[src/rtl/iotdf_stream_if.sv]
// iotdf_stream host/sensor bundle: byte stream and config in, result bus out.
// Master is the upstream driver (sensor + host config), slave is the filter.
interface iotdf_stream_if #(
    parameter int W = 128
);
    logic         in_en;
    logic [7:0]   iot_in;
    logic [2:0]   fn_sel;
    logic [W-1:0] low;
    logic [W-1:0] high;
    logic         busy;
    logic         valid;
    logic [W-1:0] iot_out;

    modport master (
        output in_en, iot_in, fn_sel, low, high,
        input  busy, valid, iot_out
    );

    modport slave (
        input  in_en, iot_in, fn_sel, low, high,
        output busy, valid, iot_out
    );
endinterface

[src/rtl/iotdf_stream.sv]
// iotdf_stream: byte-serial word assembler with per-word / per-round filters.
// Results are registered one cycle after the EVAL state.
module iotdf_stream #(
    parameter int WORD_BYTES = 16,
    parameter int ROUND_LOG2 = 3
) (
    input  logic          clk,
    input  logic          rst,
    iotdf_stream_if.slave bus
);
    localparam int W   = 8 * WORD_BYTES;
    localparam int N   = 1 << ROUND_LOG2;
    localparam int BCW = (WORD_BYTES > 1) ? $clog2(WORD_BYTES) : 1;
    localparam int SW  = W + ROUND_LOG2;

    localparam logic [2:0] FN_MAX   = 3'd1;
    localparam logic [2:0] FN_MIN   = 3'd2;
    localparam logic [2:0] FN_AVG   = 3'd3;
    localparam logic [2:0] FN_EXT   = 3'd4;
    localparam logic [2:0] FN_EXC   = 3'd5;
    localparam logic [2:0] FN_PKMAX = 3'd6;
    localparam logic [2:0] FN_PKMIN = 3'd7;

    localparam logic [BCW-1:0]        BLAST = BCW'(WORD_BYTES - 1);
    localparam logic [ROUND_LOG2-1:0] WLAST = ROUND_LOG2'(N - 1);

    typedef enum logic [1:0] {
        IDLE,
        RECV,
        EVAL
    } state_t;

    state_t                state_q, state_d;
    logic [BCW-1:0]        bcnt_q, bcnt_d;
    logic [ROUND_LOG2-1:0] wcnt_q, wcnt_d;
    logic [W-1:0]          word_q, word_d;
    logic [2:0]            fn_q, fn_d;
    logic [W-1:0]          ext_q, ext_d;
    logic [SW-1:0]         sum_q, sum_d;
    logic [W-1:0]          peak_q, peak_d;
    logic                  pkv_q, pkv_d;
    logic                  valid_q, valid_d;
    logic [W-1:0]          out_q, out_d;

    logic accept;
    logic first;
    logic eor;
    logic is_max;
    logic take;
    logic beyond;

    assign accept = bus.in_en && (state_q != EVAL);
    assign first  = (wcnt_q == '0);
    assign eor    = (wcnt_q == WLAST);
    assign is_max = (fn_q == FN_MAX) || (fn_q == FN_PKMAX);
    assign take   = is_max ? (word_q > ext_q) : (word_q < ext_q);
    assign beyond = is_max ? (ext_d > peak_q) : (ext_d < peak_q);

    // Next-state: byte assembly, round bookkeeping and filter evaluation.
    always_comb begin
        state_d = state_q;
        bcnt_d  = bcnt_q;
        wcnt_d  = wcnt_q;
        word_d  = word_q;
        fn_d    = fn_q;
        ext_d   = ext_q;
        sum_d   = sum_q;
        peak_d  = peak_q;
        pkv_d   = pkv_q;
        valid_d = 1'b0;
        out_d   = out_q;

        case (state_q)
            IDLE, RECV: begin
                if (accept) begin
                    word_d = (word_q << 8) | W'(bus.iot_in);
                    if (bcnt_q == BLAST) begin
                        bcnt_d  = '0;
                        state_d = EVAL;
                    end else begin
                        bcnt_d  = bcnt_q + BCW'(1);
                        state_d = RECV;
                    end
                    if ((bcnt_q == '0) && first) begin
                        fn_d = bus.fn_sel;
                        if (bus.fn_sel != fn_q) begin
                            pkv_d = 1'b0;
                        end
                    end
                end
            end
            EVAL: begin
                state_d = RECV;
                wcnt_d  = wcnt_q + ROUND_LOG2'(1);
                ext_d   = (first || take) ? word_q : ext_q;
                sum_d   = (first ? '0 : sum_q) + SW'(word_q);
                case (fn_q)
                    FN_MAX, FN_MIN: begin
                        if (eor) begin
                            valid_d = 1'b1;
                            out_d   = ext_d;
                        end
                    end
                    FN_AVG: begin
                        if (eor) begin
                            valid_d = 1'b1;
                            out_d   = W'(sum_d >> ROUND_LOG2);
                        end
                    end
                    FN_EXT: begin
                        if ((bus.low < word_q) && (word_q < bus.high)) begin
                            valid_d = 1'b1;
                            out_d   = word_q;
                        end
                    end
                    FN_EXC: begin
                        if ((word_q < bus.low) || (word_q > bus.high)) begin
                            valid_d = 1'b1;
                            out_d   = word_q;
                        end
                    end
                    FN_PKMAX, FN_PKMIN: begin
                        if (eor && (!pkv_q || beyond)) begin
                            valid_d = 1'b1;
                            out_d   = ext_d;
                            peak_d  = ext_d;
                            pkv_d   = 1'b1;
                        end
                    end
                    default: begin
                        valid_d = 1'b0;
                    end
                endcase
            end
            default: begin
                state_d = IDLE;
            end
        endcase
    end

    // State register; reset discards any partial word or round.
    always_ff @(posedge clk or posedge rst) begin
        if (rst) begin
            state_q <= IDLE;
            bcnt_q  <= '0;
            wcnt_q  <= '0;
            word_q  <= '0;
            fn_q    <= '0;
            ext_q   <= '0;
            sum_q   <= '0;
            peak_q  <= '0;
            pkv_q   <= 1'b0;
            valid_q <= 1'b0;
            out_q   <= '0;
        end else begin
            state_q <= state_d;
            bcnt_q  <= bcnt_d;
            wcnt_q  <= wcnt_d;
            word_q  <= word_d;
            fn_q    <= fn_d;
            ext_q   <= ext_d;
            sum_q   <= sum_d;
            peak_q  <= peak_d;
            pkv_q   <= pkv_d;
            valid_q <= valid_d;
            out_q   <= out_d;
        end
    end

    assign bus.busy    = (state_q == EVAL);
    assign bus.valid   = valid_q;
    assign bus.iot_out = out_q;
endmodule

[src/flat_wrapper.sv]
// flat-port wrapper written by rule: the top's interface ports become plain ports
module iotdf_stream_flat 
#(
    parameter int WORD_BYTES = 16,
    parameter int ROUND_LOG2 = 3
)
  (clk, rst, bus_in_en, bus_iot_in, bus_fn_sel, bus_low, bus_high, bus_busy, bus_valid, bus_iot_out);
  iotdf_stream_if #(.W(128)) bus_i ();
  input  logic clk;
  input  logic rst;
  input wire logic [$bits(bus_i.in_en)-1:0] bus_in_en;
  input wire logic [$bits(bus_i.iot_in)-1:0] bus_iot_in;
  input wire logic [$bits(bus_i.fn_sel)-1:0] bus_fn_sel;
  input wire logic [$bits(bus_i.low)-1:0] bus_low;
  input wire logic [$bits(bus_i.high)-1:0] bus_high;
  output wire logic [$bits(bus_i.busy)-1:0] bus_busy;
  output wire logic [$bits(bus_i.valid)-1:0] bus_valid;
  output wire logic [$bits(bus_i.iot_out)-1:0] bus_iot_out;
  assign bus_i.in_en = bus_in_en;
  assign bus_i.iot_in = bus_iot_in;
  assign bus_i.fn_sel = bus_fn_sel;
  assign bus_i.low = bus_low;
  assign bus_i.high = bus_high;
  assign bus_busy = bus_i.busy;
  assign bus_valid = bus_i.valid;
  assign bus_iot_out = bus_i.iot_out;
  iotdf_stream #(.WORD_BYTES(WORD_BYTES), .ROUND_LOG2(ROUND_LOG2)) u_core (.clk(clk), .rst(rst), .bus(bus_i));
endmodule
[config.mk]
export PLATFORM = sky130hd
export DESIGN_NAME = iotdf_stream_flat
export DESIGN_NICKNAME = d
export VERILOG_FILES = /design/src/rtl/iotdf_stream_if.sv /design/src/rtl/iotdf_stream.sv /design/src/flat_wrapper.sv
export SDC_FILE = /design/constraint.sdc
export NUM_CORES = 2
export LEC_CHECK = 0
export BUFFER_PORTS_ARGS = -buffer_cell sky130_fd_sc_hd__buf_2
export CAP_MARGIN = 5
export CORE_MARGIN = 1.5
export CORE_UTILIZATION = 40
export DETAILED_ROUTE_END_ITERATION = 10
export GPL_ROUTABILITY_DRIVEN = 0
export SKIP_CTS_REPAIR_TIMING = 1
export SLEW_MARGIN = 10
export SYNTH_ARGS = -nofsm -noshare
export SYNTH_HDL_FRONTEND = slang
export SYNTH_SLANG_ARGS = --single-unit
[constraint.sdc]
create_clock -name clk -period 41.4 [get_ports clk]
set_input_delay 8.28 -clock clk [delete_from_list [all_inputs] [get_ports clk]]
set_output_delay 8.28 -clock clk [all_outputs]
set_load 0.1 [all_outputs]
**Word level (Yosys, flattened, before mapping)**

Cells that the tools add are included.

- Flip-flop bits (word level): 657
- Bits of input ports: 270
- Output and inout port bits: 130
- Word-level logic and storage cells: 96

- Add/sub/neg operators: 3
- Order comparisons: 8
- Equality and inequality tests: 23
- Mux-type cells: 27
- Bitwise operators: 1
- Reductions and logical operators: 23

Operators by type and width:

| cell | count |
|---|---|
| 128-bit 2-to-1 mux | 7 |
| 128-bit < comparator | 5 |
| 128-bit one-hot mux with 5 select lines | 1 |
| 128-bit greater-than comparator | 3 |
| 131-bit by 128-bit adder with 131-bit output | 1 |
| 131-bit 2-to-1 mux | 1 |
| 128-bit by 8-bit bitwise OR with 128-bit output | 1 |
| 2-bit by 1-bit != test with 1-bit output, second input constant | 10 |
| 3-bit equality test, second input constant | 5 |
| 1-bit 2-to-1 mux | 12 |
| 7-bit AND reduction | 1 |
| 3-bit by 2-bit equality test with 1-bit output, second input constant | 2 |
| 3-bit AND reduction | 2 |
| 6-bit AND reduction | 1 |
| 2-bit OR reduction | 3 |
| 5-bit nonzero test | 1 |
| 4-bit by 1-bit adder with 4-bit output, second input constant | 1 |
| 4-bit equality test, second input constant | 1 |
| 1-bit logical AND | 4 |
| 4-bit logical NOT | 1 |
| 1-bit logical OR | 4 |
| 2-bit 2-to-1 mux | 2 |
| 4-bit 2-to-1 mux | 1 |
| 1-bit one-hot mux with 4 select lines | 1 |
| other kinds (14) | 14 |

**Logic depth before layout (Yosys ltp)**

- Word-level depth: 13
- Depth in mapped cells: 30
- Mapped depth without buffers: 25

**Least setup slack after synthesis**

No wires, ideal clock.

- Path type: in2reg
- Start point: input port bus_high[42]
- End point: register u_core.out_q[114], in the netlist u_core.bus.iot_out[114]
- Library setup time: 0.126 ns
- Arrival: 11.146 ns
- Required time: 41.274 ns
- Slack: 30.128 ns
- Stages on the path: 15
- Buffers on the path: 2
- Cells stage by stage: inv_1 > ha_1 > a21oi_1 > nand2_1 > a221oi_1 > a21oi_1 > a2111oi_0 > o221ai_1 > a211o_1 > a211o_1 > a21o_1 > a211o_1 > buf_6 > buf_6 > mux2_4

- Longest elaborated chain between the ends: 4
- Elaborated cells between the ends (all ways): 7
- Classes of those cells: order compare: 2; eq/ne: 2; reduce/logical: 3

RTL lines:

| element | RTL line | RTL |
|---|---|---|
| start, declared | flat_wrapper.sv:15 | `input wire logic [$bits(bus_i.high)-1:0] bus_high;` |
| 128-bit greater-than comparator / 128-bit < comparator (equally long branches) | iotdf_stream.sv:117, iotdf_stream.sv:111 |  |
| 1-bit logical OR / 1-bit logical AND (equally long branches) | iotdf_stream.sv:117, iotdf_stream.sv:111 |  |
| 2-bit by 1-bit != test with 1-bit output (no line) | - |  |
| 7-bit AND reduction (no line) (*) | - |  |
| end signal, assigned | iotdf_stream.sv:166 | `out_q <= out_d;` |
| end, declared | iotdf_stream.sv:43 | `logic [W-1:0] out_q, out_d;` |

Mark *: on every way between the ends. The rest lies on a longest branch, timed or not.
A chain may end at the register's enable or synchronous reset.

**Final worst setup path**

- Start point: input port bus_low[25]
- End point: register u_core.out_q[109], in the netlist u_core.bus.iot_out[109]

- Longest elaborated chain between the ends: 4
- Elaborated cells between the ends (all ways): 7
- Classes of those cells: order compare: 2; eq/ne: 2; reduce/logical: 3

RTL lines:

| element | RTL line | RTL |
|---|---|---|
| start, declared | flat_wrapper.sv:14 | `input wire logic [$bits(bus_i.low)-1:0] bus_low;` |
| 128-bit < comparator (on tied branches) | iotdf_stream.sv:117, iotdf_stream.sv:111 |  |
| 1-bit logical OR / 1-bit logical AND (equally long branches) | iotdf_stream.sv:117, iotdf_stream.sv:111 |  |
| 2-bit by 1-bit != test with 1-bit output (no line) | - |  |
| 7-bit AND reduction (no line) (*) | - |  |

Marks and branches as above.

==> results <==
- The met1 routed wirelength after detailed routing is 75.3 mm.
- The clock transition at the register clock pins on the worst setup and hold paths after CTS is about 60 ps.
- During I/O placement, the number of pins put on the boundary was 400.
- The detail route stage leaves a number of antenna-violating nets equal to 0.
- Derived from the worst setup path, the maximum achievable clock frequency is 72.7 MHz.
- The total met3 wirelength after detailed routing is 10.1 mm.
- The critical path goes through buf_2 -> inv_1 -> ha_1 -> a21o_1 -> nand3_1 -> a21oi_1 -> a2111oi_0 -> o21ai_0 -> a21oi_1 -> o41ai_1 -> a211oi_1 -> nor3_1 -> a211o_4 -> buf_4 -> buf_4 -> o21ai_0 -> o22a_1.
- The core area is ~120000 µm².
- After detailed routing, the average wire length per cell comes to approximately 21 µm.
- At the worst endpoint, the required time is between 40000 and 50000 ps.
- Cells fill between 40% and 50% of the core in the end.
- The worst register-to-register path ends at u_core.bus.iot_out[109].
- In this run the number of cells on the critical path is 17.
- The share of the cycle needed by the critical path after routing is 33.2%.
- The total routing resource utilization after global routing is roughly a quarter.
- The average via count per standard cell is ~5.6.
- The total buffers and inverters traversed by the critical path is 4.
- The die outline area is 126000 µm².
- The synthesized netlist net count is between 7k and 8k.
- The total power divided by cell area is roughly 40 nW/µm².
- Entering global routing, the biggest net connects ~200 pins.
- The area overhead of the layout relative to synthesis is 11.7%.
- The initial core utilization is between 40 and 50%.
- The run finished with clean final reports.
- The dominant delay contributor by cell family on the critical path is compound AO/OA/AOI/OAI gates.
- The floorplan has 128 rows.
- In the detailed route, the total length drawn on met2 is a little under 80 mm.
- The worst flop-to-flop path startpoint is u_core.word_q[19].
- The most common cell in the synthesized netlist is sky130_fd_sc_hd__nand2_1.
- Wires add up to 168 mm.
- After routing, the total negative slack on setup checks comes to 0 ps.
- The leading area contributor after synthesis is sky130_fd_sc_hd__dfrtp_1.
- The number of buffers added by the clock tree synthesis step is just under 80.
- Fill cells in the final layout number approximately 12k.
- The via count of the first global-routing pass is 44.2k.
- The smallest setup slack after layout is ~28000 ps.
- The clock period could shrink to ~14000 ps.
- In the synthesized netlist the dominant register cell turns out to be sky130_fd_sc_hd__dfrtp_1.
- The placed wire-length estimate after detailed placement is ~120 mm.
- The maximum root-to-sink buffer count is 3.
- CTS saw between 600 and 700 sinks.
- The final count of negative-setup-slack endpoints is 0.
- Measured along the x axis, the die boundary spans approximately 350 µm.
- In this run the biggest area consumer among cell types represents around 33% of the synthesized area.
- From bottom edge to top edge, the die measures around 350 µm.
- STA puts the critical path data arrival time at 14310 ps.
- The number of detailed-route iterations in the first pass is 8.
- For flop-to-flop paths, the worst setup slack is 29530 ps.
- The max-cap check violation count is 0.
- The sequential fraction of the synthesis area is 33.3%.
- The count of distinct cell types in the synthesized netlist is 85.
- The tightest slew margin relative to the limit is between 10% and 20%.
- The overall power of the completed layout is between 2 and 2.5 mW.
- The leakage power of the design is 26.6 nW.
- Of all flip-flops after synthesis, the portion carrying an async set or reset was 100%.
- STA classifies the critical path startpoint as an input port.
- In this run, synthesis produced a sequential element count of between 600 and 700.
- Measured in cells, the most critical reg-to-reg path has a length of 26.
- Setup repair after global routing left no endpoint under its margin.
- TritonCTS built the clock tree.
- The placed instances occupy a cell area of about 52000 µm².
- For this run, design rule violations remaining after detail routing come to 0.
- The final-stage net count is approximately 7.4k.
- The violation count after the first detailed-route iteration is roughly 3.5k.
- The worst hold margin is 468 ps.
- After synthesis, the mean cell area works out to 7.90 µm².
- The slew at the pin with the worst max-slew slack is about 1300 ps.
- The number of antenna violations at the first check in global routing is 6.
- The peak fanout along the critical path is between 90 and 100.
- The highest signal layer in the routed design is met5.
- Counting instances in the post-synthesis netlist gives the leading cell types as sky130_fd_sc_hd__nand2_1 (1092), sky130_fd_sc_hd__dfrtp_1 (657), sky130_fd_sc_hd__ha_1 (645), sky130_fd_sc_hd__a21oi_1 (628), sky130_fd_sc_hd__inv_1 (572).
- In the synthesized netlist, the number of instances is roughly 6.3k.
- The total via count in the routed design is 45.6k.
- The path class of the lowest-slack min-delay path is reg2reg.
- In this run the tool buffered the top-level ports with roughly 400 buffer cells.
- After detailed placement, the design holds a cell count of between 8k and 9k.
- The cell area that synthesis handed to floorplanning was a little under 50000 µm².
- The post-route cell area is roughly 55000 µm².
- The kind of critical path is in2reg.
- The share of layout cells above drive strength 1 is under 10%.
- Counting flops with a built-in enable in the synthesized netlist gives 0.
- STA classifies the critical path endpoint as a flip-flop.
- For the worst-skew pair, the clock arrives at the later sink with an insertion delay of 680 ps.
- Across the VDD grid, the largest voltage drop is 0.0299 mV.
- The termination of the worst setup path is u_core.bus.iot_out[109].
- The number of warning messages in the yosys log is 0.
- Ranked by total cell area, the synthesized netlist is headed by sky130_fd_sc_hd__dfrtp_1 (33%), sky130_fd_sc_hd__ha_1 (16%), sky130_fd_sc_hd__nand2_1 (8.3%), sky130_fd_sc_hd__a21oi_1 (6.4%), sky130_fd_sc_hd__o21ai_0 (5.0%).
- The slowest stage of the critical path is the sky130_fd_sc_hd__o41ai_1 cell.
- After global routing the overflow that remains totals 0.
- The first global-routing pass estimated ~260 mm of wire.
- The number of max-slew violations in the final report is 0.
- The H-tree was split into 3 levels.
- Tracing the worst setup path back leads to its startpoint at bus_low[25].
- The post-layout instance count excluding filler cells is just over 8k.
- The clock arrives with around 30 ps of skew.
- The number of hold violations in the final report is 0.
- Prior to clock tree synthesis, the placed netlist has a worst setup slack of 27070 ps.
- CTS placed an instance of sky130_fd_sc_hd__clkbuf_16 at the clock tree root.
- The longest individual stage delay on the worst path is between 900 and 1000 ps.
## cell families after synthesis
| family | synth area share (%) |
|---|---|
| buffers and inverters | 7.22 |
| AO/OA/AOI/OAI | 21.3 |
| AND/OR/NAND/NOR | 19.2 |
| flip-flops | 33.3 |
| XOR/XNOR | 2.31 |
| multiplexers | 0.312 |
| adder cells (fa/ha/maj) | 16.4 |
## flip-flops by register name, indices dropped and copies added (netlist names), 2 cells and up
signal / cells
u_core.bcnt_q: 4
u_core.ext_q: 128
u_core.sum_q: 131
u_core.state_q: 2
u_core.wcnt_q: 3
u_core.word_q: 128
u_core.fn_q: 3
u_core.bus.iot_out: 128
u_core.peak_q: 128
## routing by layer
metal	global-route usage, %	vias to the layer above
met5	0	-
met4	7.90	6
met3	4.00	237
met2	43.1	1329
met1	35.7	21840
li1	-	22191
## layout make-up
type / count / area [µm²] / share of cell area [%]
clock inverters: 21 / 233 / 0.422
multi-input cells: 4715 / 29500 / 53.5
clock buffers: 118 / 2390 / 4.33
repair buffers: 450 / 2400 / 4.36
well taps: 1625 / 2030 / 3.69
diodes: 1 / 2.50 / 0.00454
flip-flops and latches: 657 / 16400 / 29.8
inverters: 572 / 2150 / 3.91
## power breakdown
group / leakage, nW / switching [mW] / total (mW) / internal (mW)
sequential: 9.06 / 0.120 / 0.800 / 0.680
combinational: 16.2 / 0.449 / 0.689 / 0.240
clock: 1.29 / 0.295 / 0.717 / 0.422
total: 26.6 / 0.865 / 2.21 / 1.34
## worst register-to-register path: stages, from the launching register on
cell	delay (ps)
sky130_fd_sc_hd__dfrtp_1	700
sky130_fd_sc_hd__ha_1	360
sky130_fd_sc_hd__a21oi_1	130
sky130_fd_sc_hd__o21ai_0	130
sky130_fd_sc_hd__a221oi_1	530
sky130_fd_sc_hd__nor2_1	270
sky130_fd_sc_hd__o41ai_1	790
sky130_fd_sc_hd__nand3_1	250
sky130_fd_sc_hd__or4_1	580
sky130_fd_sc_hd__a31oi_4	260
sky130_fd_sc_hd__buf_12	430
sky130_fd_sc_hd__o21ai_0	450
sky130_fd_sc_hd__ha_1	380
sky130_fd_sc_hd__nand4_1	140
sky130_fd_sc_hd__nor4_1	720
sky130_fd_sc_hd__nand4_1	430
sky130_fd_sc_hd__or4_1	770
sky130_fd_sc_hd__a21oi_1	400
sky130_fd_sc_hd__or3_1	240
sky130_fd_sc_hd__a41oi_2	140
sky130_fd_sc_hd__mux2_1	410
sky130_fd_sc_hd__a31oi_1	280
sky130_fd_sc_hd__a211o_4	700
sky130_fd_sc_hd__buf_4	940
sky130_fd_sc_hd__buf_4	850
sky130_fd_sc_hd__o21ai_0	250
sky130_fd_sc_hd__o22a_1	210
## worst min-delay path by stage
stage,from,endpoint,slack (ps),cells after the start
2_1_floorplan,u_core.sum_q[114],u_core.sum_q[114],430,2
3_3_place_gp,u_core.sum_q[114],u_core.sum_q[114],450,2
4_1_cts,u_core.sum_q[114],u_core.sum_q[114],470,2
6_report,u_core.sum_q[26],u_core.sum_q[26],470,2
5_1_grt,u_core.sum_q[21],u_core.sum_q[21],490,2
3_5_place_dp,u_core.sum_q[114],u_core.sum_q[114],460,2
## layout by cell type, fill, tap and decap left out, drive strengths merged, types with 40 or more instances in the layout
master / synthesis / final
o21a: 45 / 45
xnor2: 73 / 73
clkbuf: 231 / 118
nand4: 168 / 168
nand3: 68 / 68
nand2: 1092 / 1092
inv: 572 / 574
ha: 645 / 645
and2: 135 / 135
a21o: 90 / 90
nor2: 510 / 510
a21oi: 630 / 630
buf: 75 / 450
a221oi: 119 / 119
o21ai: 584 / 584
nor3: 56 / 56
xor2: 57 / 57
o21bai: 40 / 40
dfrtp: 657 / 657
No activity file was read; power rests on OpenSTA's default activity.
